[src/rtl/slot_turn_ctrl.sv]
// Turn controller for a column-drop board game: moves the column cursor, issues
// drop requests to the board logic, alternates players and halts on game over.
module slot_turn_ctrl #(
  parameter int unsigned NUM_COLS    = 7,
  parameter int unsigned ACK_TIMEOUT = 255
) (
  input  logic       clk,
  input  logic       rst,
  input  logic       btn_left,
  input  logic       btn_right,
  input  logic       btn_drop,
  input  logic       drop_ack,
  input  logic       drop_ok,
  input  logic       game_over,
  output logic       drop_req,
  output logic [3:0] drop_col,
  output logic       player,
  output logic [3:0] slot_bcd,
  output logic [3:0] player_bcd,
  output logic       err_full
);

  localparam int unsigned SLOT_W = 4;
  localparam int unsigned WAIT_W = (ACK_TIMEOUT < 2) ? 1 : $clog2(ACK_TIMEOUT + 1);

  localparam logic [1:0] ST_SELECT  = 2'd0;
  localparam logic [1:0] ST_REQUEST = 2'd1;
  localparam logic [1:0] ST_HALT    = 2'd2;

  localparam logic [SLOT_W-1:0] SLOT_MAX  = SLOT_W'(NUM_COLS - 1);
  localparam logic [SLOT_W-1:0] BCD_BLANK = 4'hF;
  localparam logic [WAIT_W-1:0] WAIT_LAST = WAIT_W'(ACK_TIMEOUT - 1);

  logic [1:0]        state_q, state_d;
  logic [SLOT_W-1:0] slot_q, slot_d;
  logic [SLOT_W-1:0] drop_col_q, drop_col_d;
  logic              player_q, player_d;
  logic              drop_req_q, drop_req_d;
  logic              err_full_q, err_full_d;
  logic [WAIT_W-1:0] wait_q, wait_d;
  logic [3:0]        slot_bcd_q, slot_bcd_d;
  logic [3:0]        player_bcd_q, player_bcd_d;
  logic              btn_left_q, btn_right_q, btn_drop_q;

  logic left_rise, right_rise, drop_rise;

  assign left_rise  = btn_left  & ~btn_left_q;
  assign right_rise = btn_right & ~btn_right_q;
  assign drop_rise  = btn_drop  & ~btn_drop_q;

  // Next-state and next-output logic; game_over overrides everything, including an ack.
  always_comb begin
    state_d    = state_q;
    slot_d     = slot_q;
    drop_col_d = drop_col_q;
    player_d   = player_q;
    drop_req_d = drop_req_q;
    err_full_d = 1'b0;
    wait_d     = wait_q;

    if (game_over) begin
      state_d    = ST_HALT;
      drop_req_d = 1'b0;
    end else begin
      case (state_q)
        ST_SELECT: begin
          if (drop_rise) begin
            drop_col_d = slot_q;
            drop_req_d = 1'b1;
            wait_d     = '0;
            state_d    = ST_REQUEST;
          end else if (left_rise && !right_rise) begin
            slot_d = (slot_q == '0) ? SLOT_MAX : slot_q - SLOT_W'(1);
          end else if (right_rise && !left_rise) begin
            slot_d = (slot_q == SLOT_MAX) ? '0 : slot_q + SLOT_W'(1);
          end
        end

        ST_REQUEST: begin
          if (drop_ack) begin
            drop_req_d = 1'b0;
            state_d    = ST_SELECT;
            if (drop_ok) begin
              player_d = ~player_q;
            end else begin
              err_full_d = 1'b1;
            end
          end else if (wait_q == WAIT_LAST) begin
            // Board never answered: treat it like a refused drop.
            drop_req_d = 1'b0;
            err_full_d = 1'b1;
            wait_d     = '0;
            state_d    = ST_SELECT;
          end else begin
            wait_d = wait_q + WAIT_W'(1);
          end
        end

        ST_HALT: begin
          state_d = ST_HALT;
        end

        default: begin
          state_d    = ST_SELECT;
          drop_req_d = 1'b0;
        end
      endcase
    end

    slot_bcd_d   = (state_d == ST_HALT) ? BCD_BLANK : slot_d;
    player_bcd_d = {3'b000, player_d};
  end

  // Button history resets high so a button held through reset is not an event.
  always_ff @(posedge clk or posedge rst) begin
    if (rst) begin
      state_q      <= ST_SELECT;
      slot_q       <= '0;
      drop_col_q   <= '0;
      player_q     <= 1'b0;
      drop_req_q   <= 1'b0;
      err_full_q   <= 1'b0;
      wait_q       <= '0;
      slot_bcd_q   <= '0;
      player_bcd_q <= '0;
      btn_left_q   <= 1'b1;
      btn_right_q  <= 1'b1;
      btn_drop_q   <= 1'b1;
    end else begin
      state_q      <= state_d;
      slot_q       <= slot_d;
      drop_col_q   <= drop_col_d;
      player_q     <= player_d;
      drop_req_q   <= drop_req_d;
      err_full_q   <= err_full_d;
      wait_q       <= wait_d;
      slot_bcd_q   <= slot_bcd_d;
      player_bcd_q <= player_bcd_d;
      btn_left_q   <= btn_left;
      btn_right_q  <= btn_right;
      btn_drop_q   <= btn_drop;
    end
  end

  assign drop_req   = drop_req_q;
  assign drop_col   = drop_col_q;
  assign player     = player_q;
  assign slot_bcd   = slot_bcd_q;
  assign player_bcd = player_bcd_q;
  assign err_full   = err_full_q;

endmodule

[config.mk]
export PLATFORM = sky130hd
export DESIGN_NAME = slot_turn_ctrl
export DESIGN_NICKNAME = d
export VERILOG_FILES = /design/src/rtl/slot_turn_ctrl.sv
export SDC_FILE = /design/constraint.sdc
export NUM_CORES = 1
export LEC_CHECK = 0
export ABC_CLOCK_PERIOD_IN_PS = 2200
export BUFFER_PORTS_ARGS = -buffer_cell sky130_fd_sc_hd__buf_2
export CELL_PAD_IN_SITES_DETAIL_PLACEMENT = 0
export CELL_PAD_IN_SITES_GLOBAL_PLACEMENT = 1
export CORE_MARGIN = 2
export CORE_UTILIZATION = 46
export DETAILED_ROUTE_END_ITERATION = 6
export GPL_ROUTABILITY_DRIVEN = 0
export GPL_TIMING_DRIVEN = 0
export PLACE_DENSITY = 0.82
export SYNTH_ARGS = -nofsm -noshare
export SYNTH_HDL_FRONTEND = slang
export SYNTH_SLANG_ARGS = --single-unit
[constraint.sdc]
create_clock -name clk -period 2.2 [get_ports clk]
set_input_delay 0.33 -clock clk [delete_from_list [all_inputs] [get_ports clk]]
set_output_delay 0.33 -clock clk [all_outputs]
set_load 0.01 [all_outputs]
After elaboration in Yosys (flattened, before gate mapping)
Cells that the tools add are included.
W data, S select, Z words.

cells by class
  muxes and demuxes = 31
  add/subtract/negate cells = 3
  reductions and logical operators = 11
  equal/unequal tests = 10
  bitwise logic cells = 8

operator list
  cell                   number
  $mux W4                8
  $mux W8                3
  $pmux W8 S2            1
  $mux W1                13
  $add A8 B1 Y8 const B  1
  $eq A8 B8 Y1 const B   1
  $mux W2                4
  $reduce_and A4 Y1      2
  $ne A2 B2 Y1 const B   3
  $pmux W2 S3            1
  $reduce_and A3 Y1      2
  $not A1 Y1             5
  $add A4 B1 Y4 const B  1
  $eq A2 B2 Y1 const B   2
  $eq A4 B3 Y1 const B   1
  $logic_not A4 Y1       1
  $ne A4 B4 Y1 const B   1
  $sub A4 B1 Y4 const B  1
  $and A1 B1 Y1          3
  $ne A3 B3 Y1 const B   1
  $pmux W1 S3            1
  $eq A2 B1 Y1 const B   1
  $logic_and A1 B1 Y1    2
  $logic_not A1 Y1       2
  other kinds (2)        2

storage, ports and cells
  bits in registers = 28
  output and inout bits = 15

Depth between registers and ports, before layout
  depth in word-level cells = 10
  depth in mapped cells = 7
  gate-level depth less buffers = 6

Worst setup path before layout
OpenSTA, ideal clock, no wires.

  path type = register to register
  start point = register slot_q[0]
  end point = register slot_bcd_q[0], in the netlist slot_bcd[0]
  data required time = 2,113 ps
  setup time = 87 ps
  data arrival time = 1,378 ps
  path buffers = 0
  cell stages (with the launch flop) = 7
  period minus slack after synthesis = 1,465 ps
  path slack = 735 ps
  path through = dfrtp_1 inv_1 ha_1 nor2b_1 a211oi_1 o21ai_0 o211ai_1

between the ends
  longest elaborated chain between the ends = 8

ends and longest elaborated chain
  element                                        RTL line  text
  start, declared                                35        logic [SLOT_W-1:0] slot_q, slot_d;
  start signal, assigned                         131       slot_q <= slot_d;
  $add A4 B1 Y4 or $eq A4 B3 Y1 (tied branches)  75        slot_d = (slot_q == SLOT_MAX) ? '0 : slot_q + SLOT_W'(1);
  $mux W4                                        75
  $mux W4                                        74        end else if (right_rise && !left_rise) begin
  $mux W4                                        72        end else if (left_rise && !right_rise) begin
  $mux W4                                        67        if (drop_rise) begin
  $mux W4                                        65        case (state_q)
  $mux W4 *                                      61        if (game_over) begin
  $mux W4 *                                      110       slot_bcd_d = (state_d == ST_HALT) ? BCD_BLANK : slot_d;
  named net slot_bcd_d[0]                        41        logic [3:0] slot_bcd_q, slot_bcd_d;
  end signal, assigned                           137       slot_bcd_q <= slot_bcd_d;
  end, declared                                  41

The timed path passes the listed nets; every way through them passes the cells marked *.
A chain may end at the register's enable or synchronous reset.

Final worst setup path
Ends and elaborated chain as after synthesis.

==> impl_results.md <==
- TritonCTS clock tree: yes
- Num CTS Buffers: 3
- Layout cells sized above 1: 0.244
- Die Area: 3780 µm²
- Commonest non-fill, non-tap cell in the layout: dfrtp_1
- Mean Syn Cell Area: a little under 10 µm²
- Final nets: 195
- Status: complete, no violations
- Power Density: 610 nW/µm²
- Max-Slew Margin vs Limit: 0.292
- Flop2flop setup slack: 0.39 ns
- Setup TNS: 0 ns
- Area of the core: 3100 µm²
- Largest net degree at the start of global routing: 29
- Async S/R FF share, synth: 1.00
- CTS Buffer Depth: 2
- Hold path cells: 1
- Die Height: between 60 and 70 µm
- Max_cap viols: 0
- Post-CTS Setup Bufs: 0
- First-pass GRT wire length: 4790 µm
- # fillers: 300
- Final Hold Viols: 0
- Die width: around 60 µm
- CP max stage delay: around 0.5 ns
- Ports: 23
- Root Buffer Master: clkbuf_4
- Power Total: 0.00105 W
- Setup-failing EPs final: 0
- Crit path max-delay family: compound AO/OA/AOI/OAI gates
- Arrival time worst endpoint: 2.08 ns
- Hold Buf Count CTS: 0
- Fmax: 551 MHz
- RSZ-0062 raised after global routing: false
- Buf/Inv on CP: 1
- Hold path startpoint: btn_drop
- Layout overhead on the synthesized area: 13.8%
- Minimum clock period: 1.81 ns
- CP cell instances: inv_1, ha_1, nor2b_1, a211oi_1, o21ai_0, o211ai_1
- CP Capture Type: flip-flop
- GRT Util Overall: 0.170
- R2R cell count: 6
- DP HPWL: 2140 µm
- PortBufs: 19
- H-tree depth: 1
- CP max stage cell: dfrtp_1
- Critical Path RT: about 2.5 ns
- Period utilization: 0.824
- Critical R2R Launch: slot_q[0]
- Slew @ Worst Pin: ~1.1 ns
- Initial antenna violation count: 0
- CTS sink count: 28
- Pins over their slew limit: 0
- WHS Endpoint: btn_drop_q
- Peak VDD IR: between 0.0005 and 0.0006 V
- Leak: 0.737 nW
- Initial DRC Count: 82
- Clk_lat worst skew: 0.33 ns
- Drt pass-1 iters: 4
- #FFs+latches synth: 28
- Sequential fraction of the synthesis area: 0.464
- DRT Wirelength: 2890 µm
- Worst Hold Class: input pin to flip-flop
- Crit-path max FO: 8
- Vias in the first global route: 1054
- Synth area leader: dfrtp_1
- Core Rows: 20
- Final core utilization: 0.557
- Routed Antenna Nets: 0
- Drt drc: 0
- Synth top area share: 0.412
- CP Launch Type: flip-flop
- Cell variety after synth: 46
- Via count: approximately 1200
- Setup CP Type: flip-flop to flip-flop
- Clock transition at path regs: 0.16 ns
- Setup Skew: 0.0191 ns
- Synthesis Warnings: 0
- Most frequent cells in the layout: dfrtp_1, buf_2, o21ai_0
- Post-CTS sizing: 0
- Vias/cell: around 5.4
- Initial Utilization: 0.490
- Total grt overflow: 0
- Worst r2r dst: slot_bcd[0]
- Primary FF master, synth: dfrtp_1
- Post-synthesis cell count: 155
- WL/cell: 12.9 µm
- Number of enable flip-flop cells after synthesis: 0
- # diodes: 0
- Critical Path Stages: 6
- Largest cells by area after synthesis: dfrtp_1, dfstp_2, ha_1
- Synthesized area: 1520 µm²
-- worst reg2reg max path, stage by stage, from the launching register on --
cell	delay, ns
dfrtp_1	0.50
inv_1	0.13
ha_1	0.24
nor2b_1	0.16
a211oi_1	0.33
o21ai_0	0.17
o211ai_1	0.20
-- cell type report --
type / instances / area [µm²] / area share
Clock buffer: 3 / 22.5 / 0.0130
Tap cell: 44 / 55.1 / 0.0318
Sequential cell: 28 / 704 / 0.407
Timing Repair Buffer: 19 / 95.1 / 0.0550
Buffer: 7 / 51.3 / 0.0297
Clock inverter: 1 / 30.0 / 0.0174
Inverter: 12 / 45.0 / 0.0260
Multi-Input combinational cell: 110 / 726 / 0.420
-- worst max-delay path by stage --
stage,from,endpoint,slack (ns)
4_1_cts,slot_q[0],slot_bcd[0],0.42
2_1_floorplan,slot_q[0],slot_bcd[0],0.74
5_1_grt,slot_q[0],slot_bcd[0],0.26
3_5_place_dp,slot_q[0],slot_bcd[0],0.45
6_report,slot_q[0],slot_bcd[0],0.39
3_3_place_gp,slot_q[0],slot_bcd[0],0.53
-- cells in the mapped netlist (3+ instances only) --
library cell / number
a31oi_1: 6
o21ai_0: 15
nor2b_1: 3
o211ai_1: 5
dfstp_2: 3
nand2b_1: 3
nand3_1: 10
a21oi_1: 6
dfrtp_1: 25
nor2_1: 3
ha_1: 6
inv_1: 11
and3_1: 4
buf_4: 4
nand2_1: 14
-- per-layer routing --
layer  global-route usage  up-vias  share of wire
li1                     -      605              -
met1                0.244      560           0.51
met2                0.258       40           0.43
met3               0.0462        2          0.059
met4               0.0395        0         0.0069
met5                    0        -              0
-- power breakdown --
group / internal (W) / switching, W / total, W
registers: 0.000541 / 0.0000275 / 0.000568
clock network: 0.000184 / 0.000152 / 0.000336
logic: 0.0000615 / 0.0000885 / 0.000150
-- sequential cells by signal (all words and copies together) (netlist names), 2 cells and up --
register,count
state_q,2
wait_q,8
slot_q,4
drop_col,4
slot_bcd,4
-- cells by family (layout without fill, tap and decap cells) --
family	count (synthesis)	count (layout)	synth area share
flip-flops	28	28	0.464
adder cells (fa/ha/maj)	6	6	0.0494
XOR/XNOR	2	2	0.0115
other	1	3	0.00247
buffers and inverters	19	42	0.0634
AO/OA/AOI/OAI	48	48	0.213
AND/OR/NAND/NOR	51	51	0.197
-- through the flow --
stage	hold slack, ns	cell area, µm²	setup slack (ns)	cells
floorplan	0.334	1530	0.735	157
global placement	0.454	1680	0.526	220
detailed placement	0.456	1680	0.446	220
CTS	0.0814	1730	0.415	224
global route	0.0604	1730	0.262	224
finish	0.0910	1730	0.386	224
Power figures use the tool's default switching activity.
